<file path="src/rtl/rom_load_bridge_if.sv">
// rom_load_bridge_if: ioctl download stream plus toggle-handshake memory write port
interface rom_load_bridge_if #(
    parameter int AW = 25,
    parameter int DW = 16
);
    logic          ioctl_download;
    logic          ioctl_wr;
    logic [AW-1:0] ioctl_addr;
    logic [DW-1:0] ioctl_dout;
    logic          ioctl_wait;
    logic [AW-1:0] mem_addr;
    logic [DW-1:0] mem_din;
    logic          mem_we_req;
    logic          mem_we_ack;

    modport master (
        output ioctl_download, ioctl_wr, ioctl_addr, ioctl_dout, mem_we_ack,
        input  ioctl_wait, mem_addr, mem_din, mem_we_req
    );

    modport slave (
        input  ioctl_download, ioctl_wr, ioctl_addr, ioctl_dout, mem_we_ack,
        output ioctl_wait, mem_addr, mem_din, mem_we_req
    );
endinterface

</file>
<file path="src/rtl/rom_load_bridge.sv">
// rom_load_bridge: FIFO-buffered ioctl-to-memory ROM loader with byte swap and header skip
module rom_load_bridge #(
    parameter int AW        = 25,
    parameter int DW        = 16,
    parameter int DEPTH     = 4,
    parameter int HDR_BYTES = 512
) (
    input  logic           clk_sys,
    input  logic           reset,
    rom_load_bridge_if.slave bus,
    input  logic           swap_en,
    input  logic           hdr_en,
    output logic [AW-1:0]  rom_size,
    output logic           busy,
    output logic           drop_err
);
    localparam int PW = $clog2(DEPTH);
    localparam int CW = PW + 1;
    localparam int NB = DW / 8;
    localparam logic [AW-1:0] HDR      = AW'(HDR_BYTES);
    localparam logic [CW-1:0] FULL     = CW'(DEPTH);
    localparam logic [CW-1:0] WAIT_LVL = CW'(DEPTH - 1);

    typedef enum logic {S_IDLE, S_WAIT} state_t;

    state_t        state;
    logic [AW-1:0] fifo_addr [DEPTH];
    logic [DW-1:0] fifo_data [DEPTH];
    logic [PW-1:0] wp, rp;
    logic [CW-1:0] count, count_next;
    logic          dl_q, swap_l, hdr_l;
    logic          rise, swap_eff, hdr_eff, push_req, push, pop;
    logic [AW-1:0] rebased, end_addr;
    logic [DW-1:0] word;

    function automatic logic [DW-1:0] byterev(input logic [DW-1:0] d);
        for (int i = 0; i < NB; i++) byterev[8*i +: 8] = d[DW-8-8*i +: 8];
    endfunction

    // Ingress decode; modes latched at download start also apply to a write in that same cycle
    always_comb begin
        rise       = bus.ioctl_download & ~dl_q;
        swap_eff   = rise ? swap_en : swap_l;
        hdr_eff    = rise ? hdr_en : hdr_l;
        push_req   = bus.ioctl_wr & bus.ioctl_download & ~(hdr_eff & (bus.ioctl_addr < HDR));
        pop        = (state == S_IDLE) & (count != '0) & (bus.mem_we_req == bus.mem_we_ack);
        push       = push_req & ((count != FULL) | pop);
        count_next = count + CW'(push) - CW'(pop);
        rebased    = bus.ioctl_addr - (hdr_eff ? HDR : '0);
        end_addr   = rebased + AW'(NB);
        word       = swap_eff ? byterev(bus.ioctl_dout) : bus.ioctl_dout;
        busy       = bus.ioctl_download | (count != '0) | (bus.mem_we_req != bus.mem_we_ack);
    end

    // FIFO write side, occupancy, backpressure and download status tracking
    always_ff @(posedge clk_sys) begin
        if (reset) begin
            wp             <= '0;
            rp             <= '0;
            count          <= '0;
            dl_q           <= 1'b0;
            swap_l         <= 1'b0;
            hdr_l          <= 1'b0;
            rom_size       <= '0;
            drop_err       <= 1'b0;
            bus.ioctl_wait <= 1'b0;
        end else begin
            dl_q <= bus.ioctl_download;
            if (rise) begin
                swap_l <= swap_en;
                hdr_l  <= hdr_en;
            end
            if (push) begin
                fifo_addr[wp] <= rebased;
                fifo_data[wp] <= word;
                wp            <= wp + 1'b1;
            end
            if (pop) rp <= rp + 1'b1;
            count          <= count_next;
            bus.ioctl_wait <= count_next >= WAIT_LVL;
            rom_size       <= push && (rise || end_addr > rom_size) ? end_addr : rise ? '0 : rom_size;
            drop_err       <= (push_req & ~push) | (drop_err & ~rise);
        end
    end

    // Drain FSM: one outstanding toggle request at a time; reset abandons it by matching ack
    always_ff @(posedge clk_sys) begin
        if (reset) begin
            state          <= S_IDLE;
            bus.mem_addr   <= '0;
            bus.mem_din    <= '0;
            bus.mem_we_req <= bus.mem_we_ack;
        end else if (pop) begin
            bus.mem_addr   <= fifo_addr[rp];
            bus.mem_din    <= fifo_data[rp];
            bus.mem_we_req <= ~bus.mem_we_req;
            state          <= S_WAIT;
        end else if (state == S_WAIT && bus.mem_we_ack == bus.mem_we_req) begin
            state <= S_IDLE;
        end
    end
endmodule

</file>
<file path="src/flat_wrapper.sv">
// flat-port wrapper written by rule: the top's interface ports become plain ports
module rom_load_bridge_flat 
#(
    parameter int AW        = 25,
    parameter int DW        = 16,
    parameter int DEPTH     = 4,
    parameter int HDR_BYTES = 512
)
  (clk_sys, reset, swap_en, hdr_en, rom_size, busy, drop_err, bus_ioctl_download, bus_ioctl_wr, bus_ioctl_addr, bus_ioctl_dout, bus_mem_we_ack, bus_ioctl_wait, bus_mem_addr, bus_mem_din, bus_mem_we_req);
  rom_load_bridge_if #(.AW(AW), .DW(DW)) bus_i ();
  input  logic clk_sys;
  input  logic reset;
  input  logic swap_en;
  input  logic hdr_en;
  output logic [AW-1:0] rom_size;
  output logic busy;
  output logic drop_err;
  input wire logic [$bits(bus_i.ioctl_download)-1:0] bus_ioctl_download;
  input wire logic [$bits(bus_i.ioctl_wr)-1:0] bus_ioctl_wr;
  input wire logic [$bits(bus_i.ioctl_addr)-1:0] bus_ioctl_addr;
  input wire logic [$bits(bus_i.ioctl_dout)-1:0] bus_ioctl_dout;
  input wire logic [$bits(bus_i.mem_we_ack)-1:0] bus_mem_we_ack;
  output wire logic [$bits(bus_i.ioctl_wait)-1:0] bus_ioctl_wait;
  output wire logic [$bits(bus_i.mem_addr)-1:0] bus_mem_addr;
  output wire logic [$bits(bus_i.mem_din)-1:0] bus_mem_din;
  output wire logic [$bits(bus_i.mem_we_req)-1:0] bus_mem_we_req;
  assign bus_i.ioctl_download = bus_ioctl_download;
  assign bus_i.ioctl_wr = bus_ioctl_wr;
  assign bus_i.ioctl_addr = bus_ioctl_addr;
  assign bus_i.ioctl_dout = bus_ioctl_dout;
  assign bus_i.mem_we_ack = bus_mem_we_ack;
  assign bus_ioctl_wait = bus_i.ioctl_wait;
  assign bus_mem_addr = bus_i.mem_addr;
  assign bus_mem_din = bus_i.mem_din;
  assign bus_mem_we_req = bus_i.mem_we_req;
  rom_load_bridge #(.AW(AW), .DW(DW), .DEPTH(DEPTH), .HDR_BYTES(HDR_BYTES)) u_core (.clk_sys(clk_sys), .reset(reset), .bus(bus_i), .swap_en(swap_en), .hdr_en(hdr_en), .rom_size(rom_size), .busy(busy), .drop_err(drop_err));
endmodule
</file>
<file path="config.mk">
export PLATFORM = sky130hd
export DESIGN_NAME = rom_load_bridge_flat
export DESIGN_NICKNAME = d
export VERILOG_FILES = /design/src/rtl/rom_load_bridge_if.sv /design/src/rtl/rom_load_bridge.sv /design/src/flat_wrapper.sv
export SDC_FILE = /design/constraint.sdc
export NUM_CORES = 1
export LEC_CHECK = 0
export BUFFER_PORTS_ARGS = -buffer_cell sky130_fd_sc_hd__buf_4
export CORE_ASPECT_RATIO = 1.25
export CORE_MARGIN = 8
export CORE_UTILIZATION = 63
export DETAILED_ROUTE_END_ITERATION = 10
export GPL_ROUTABILITY_DRIVEN = 0
export PLACE_DENSITY = 0.86
export SLEW_MARGIN = 20
export SYNTH_ARGS = -nofsm -noshare
export SYNTH_HDL_FRONTEND = slang
export SYNTH_SLANG_ARGS = --single-unit
</file>
<file path="constraint.sdc">
create_clock -name clk_sys -period 11.2 [get_ports clk_sys]
set_input_delay 0.56 -clock clk_sys [delete_from_list [all_inputs] [get_ports clk_sys]]
set_output_delay 0.56 -clock clk_sys [all_outputs]
set_load 0.01 [all_outputs]
</file>
==> out/metrics.yaml <==
status: "complete, no violations"
fin_skew_ns: 0.0117
cap_violations: 0
p_per_area_nw_per_um2: 190
dr_wl_met2_um: 13600
antenna_found_initial: 0
drt-initial-drc-count: 787
arrival_ns: 6.48
worstMarginPinSlew_ns: 1.10
synth.distinct_cells: 66
cts_buffers: 23
hold_slack_ns: 0.281
die_area_sq_um: 21900
grt_overflow: 0
finalMaxSlewViolations: 0
cts_setup_buffers: 0
p_leak_uw: 0.00449
top_layer_used: "met4"
final.min_clock_period_ns: 6.07
area_growth_pct: 16.7
vias: 7547
yosysWarnings: 0
synthCells: 860
diodes: 0
dieWidth_um: 134
ir_worst_vdd_uv: 129
grt_max_degree: 77
wl_per_cell_um: 21.9
wl_met3_um: 1940
path_max_fanout: 21
grt_usage_pct: 23.9
clock-sinks: 244
seq_area_sq_um: 6540
clk_pin_slew_worst_paths_ns: 0.07
multiInputGateArea_sq_um: 4020
ys.flop_type: "edfxtp_1"
ant_nets: 0
hpwl_um: 16600
finalHoldViolations: 0
portBuffers: 117
drc_errors: 0
grt_pass1_wl_um: 41100
cts_tree: "yes"
routed_wl_um: 26300
viasPerCell: 6.29
core_sq_um: 17200
crit_path_end_kind: "register"
synth_edf_count: 165
rsz0062_at_grt: "no"
cp.required_ns: 11.61
cts-root-buf: "clkbuf_16"
fin_nets: 1042
fill_cells: 1072
setup_violations: 0
critPathKind: "reg -> reg"
syn-cell-area_sq_um: 11000
rows: 54
synthArstFlopShare_pct: 0
ios: 118
start_util_pct: 63.6
finalCritPeriodShare_pct: 54.2
cts_resized: 0
cts_buffer_depth: 3
hold_buffers: 0
reg2reg_setup_slack_ns: 5.13
drive_gt1_share_pct: 24.8
ys_ff_latch: 244
grt_pass1_vias: 7682
drtPass1Iterations: 5
clk_latency_ns: 0.51
fmaxAchievable_ghz: 0.165
relSlewSlack_pct: 26.9
cp-start-kind: "register"
postSynthAreaPerCell_sq_um: 12.7
h-tree-depth: 1
ys_seq_area_share_pct: 59.7
met1_length_um: 10000
die_y_um: 163
syn_nets: 943
worstHoldPathType: "in -> reg"
setup_tns_ns: 0
[placed cells by master (no fill, tap or decap), types with 7 or more instances in the layout]
cell type	netlist	layout
nand2_1	103	103
nand3_1	32	32
a21oi_1	81	81
xnor2_1	23	23
clkbuf_16	0	24
dfxtp_1	79	77
edfxtp_1	165	165
nor2b_1	7	7
ha_1	34	34
and2_1	11	7
buf_4	0	122
mux4_2	41	41
nand4_1	16	16
o211ai_1	19	19
mux2_2	16	16
xor2_1	8	8
inv_1	50	50
o21ai_0	8	8
nor2_1	30	30
[routing by layer]
metal / up-vias / global-route usage, %
met5: - / 0
met4: 0 / 8.49
li1: 3395 / -
met1: 3747 / 29.3
met2: 348 / 42.0
met3: 57 / 4.06
[registers in the layout, summed over array words and instances (netlist names)]
name                   cells
u_core.rom_size           25
u_core.bus.mem_din        16
u_core.dl_q                1
u_core.state               1
u_core.drop_err            1
u_core.wp                  2
u_core.bus.mem_addr       25
u_core.count               3
u_core.bus.ioctl_wait      1
u_core.bus.mem_we_req      1
u_core.fifo_addr         100
u_core.fifo_data          64
u_core.rp                  2
u_core.hdr_l               1
u_core.swap_l              1
[worst max-delay path: stages (launching register included)]
cell	delay, ns
dfxtp_1	0.31
nand2b_1	0.18
mux2i_1	0.21
inv_1	0.09
ha_1	0.21
ha_1	0.39
or3b_4	0.45
or4_4	0.44
o22a_1	0.35
or4_4	0.59
and2_1	0.17
ha_1	0.31
nand4_1	0.18
nor4_1	0.56
o311ai_0	0.30
nand4b_1	0.75
nand3_1	0.20
o32ai_1	0.28
[cell usage after synthesis, drive strengths merged, types with 19 or more instances]
cell type / number / area share, %
nand2: 103 / 3.5
xnor2: 23 / 1.8
dfxtp: 79 / 14
clkbuf: 33 / 1.1
inv: 51 / 1.7
o211ai: 19 / 1.3
edfxtp: 165 / 45
nor2: 30 / 1.0
ha: 34 / 3.9
a21oi: 81 / 3.7
mux4: 41 / 8.4
nand3: 32 / 1.5
[per-stage QoR]
| stage | instances | instance area (sq um) | utilization (%) | total power [uW] | setup slack (ns) |
|---|---|---|---|---|---|
| final | 1200 | 12800 | 74.2 | 2430 | 5.13 |
| after global routing | 1200 | 12800 | 74.2 | 2520 | 4.76 |
| after CTS | 1199 | 12800 | 74.1 | 2440 | 5.26 |
| after detailed placement | 1157 | 11900 | 69.3 | 1610 | 5.03 |
| after global placement | 1157 | 11900 | 69.3 | 1590 | 5.22 |
| after floorplan | 860 | 11000 | - | 1410 | 6.12 |
[area by class of cell]
type	instances	share of cell area, %
Multi-Input combinational cell	515	31.4
Tap cell	224	2.19
Clock buffer	30	5.03
Inverter	52	1.53
Sequential cell	244	51.1
Clock inverter	12	1.37
Timing Repair Buffer	123	7.32
[kinds of logic (layout without fill, tap and decap cells)]
group | count (synthesis) | in the layout | synth area share (%)
adders and majority gates | 35 | 35 | 4.07
AOI/OAI and AO/OA | 140 | 140 | 8.08
muxes | 60 | 60 | 10.3
buffers and inverters | 101 | 217 | 3.72
and+or+nand+nor | 249 | 249 | 11.6
xor gates and xnor gates | 31 | 31 | 2.48
DFF | 244 | 244 | 59.7
[power by group]
part	total [uW]	leakage, uW	internal (uW)	switching (uW)
clock network	836	0.000400	501	334
registers	1090	0.00214	1040	52.3
logic	505	0.00195	222	283
total	2430	0.00449	1760	670
[worst paths after layout]
path | end | depth (start not counted) | from
worst max-delay path | u_core.rom_size[22] | 17 | u_core.dl_q
worst min-delay path | u_core.fifo_addr[0][2] | 1 | bus_ioctl_addr[2]
worst max register to register | u_core.rom_size[22] | 17 | u_core.dl_q
worst min register to register | u_core.bus.mem_addr[14] | 2 | u_core.bus.mem_addr[14]
Note: power is estimated with default switching activity, not from simulation.
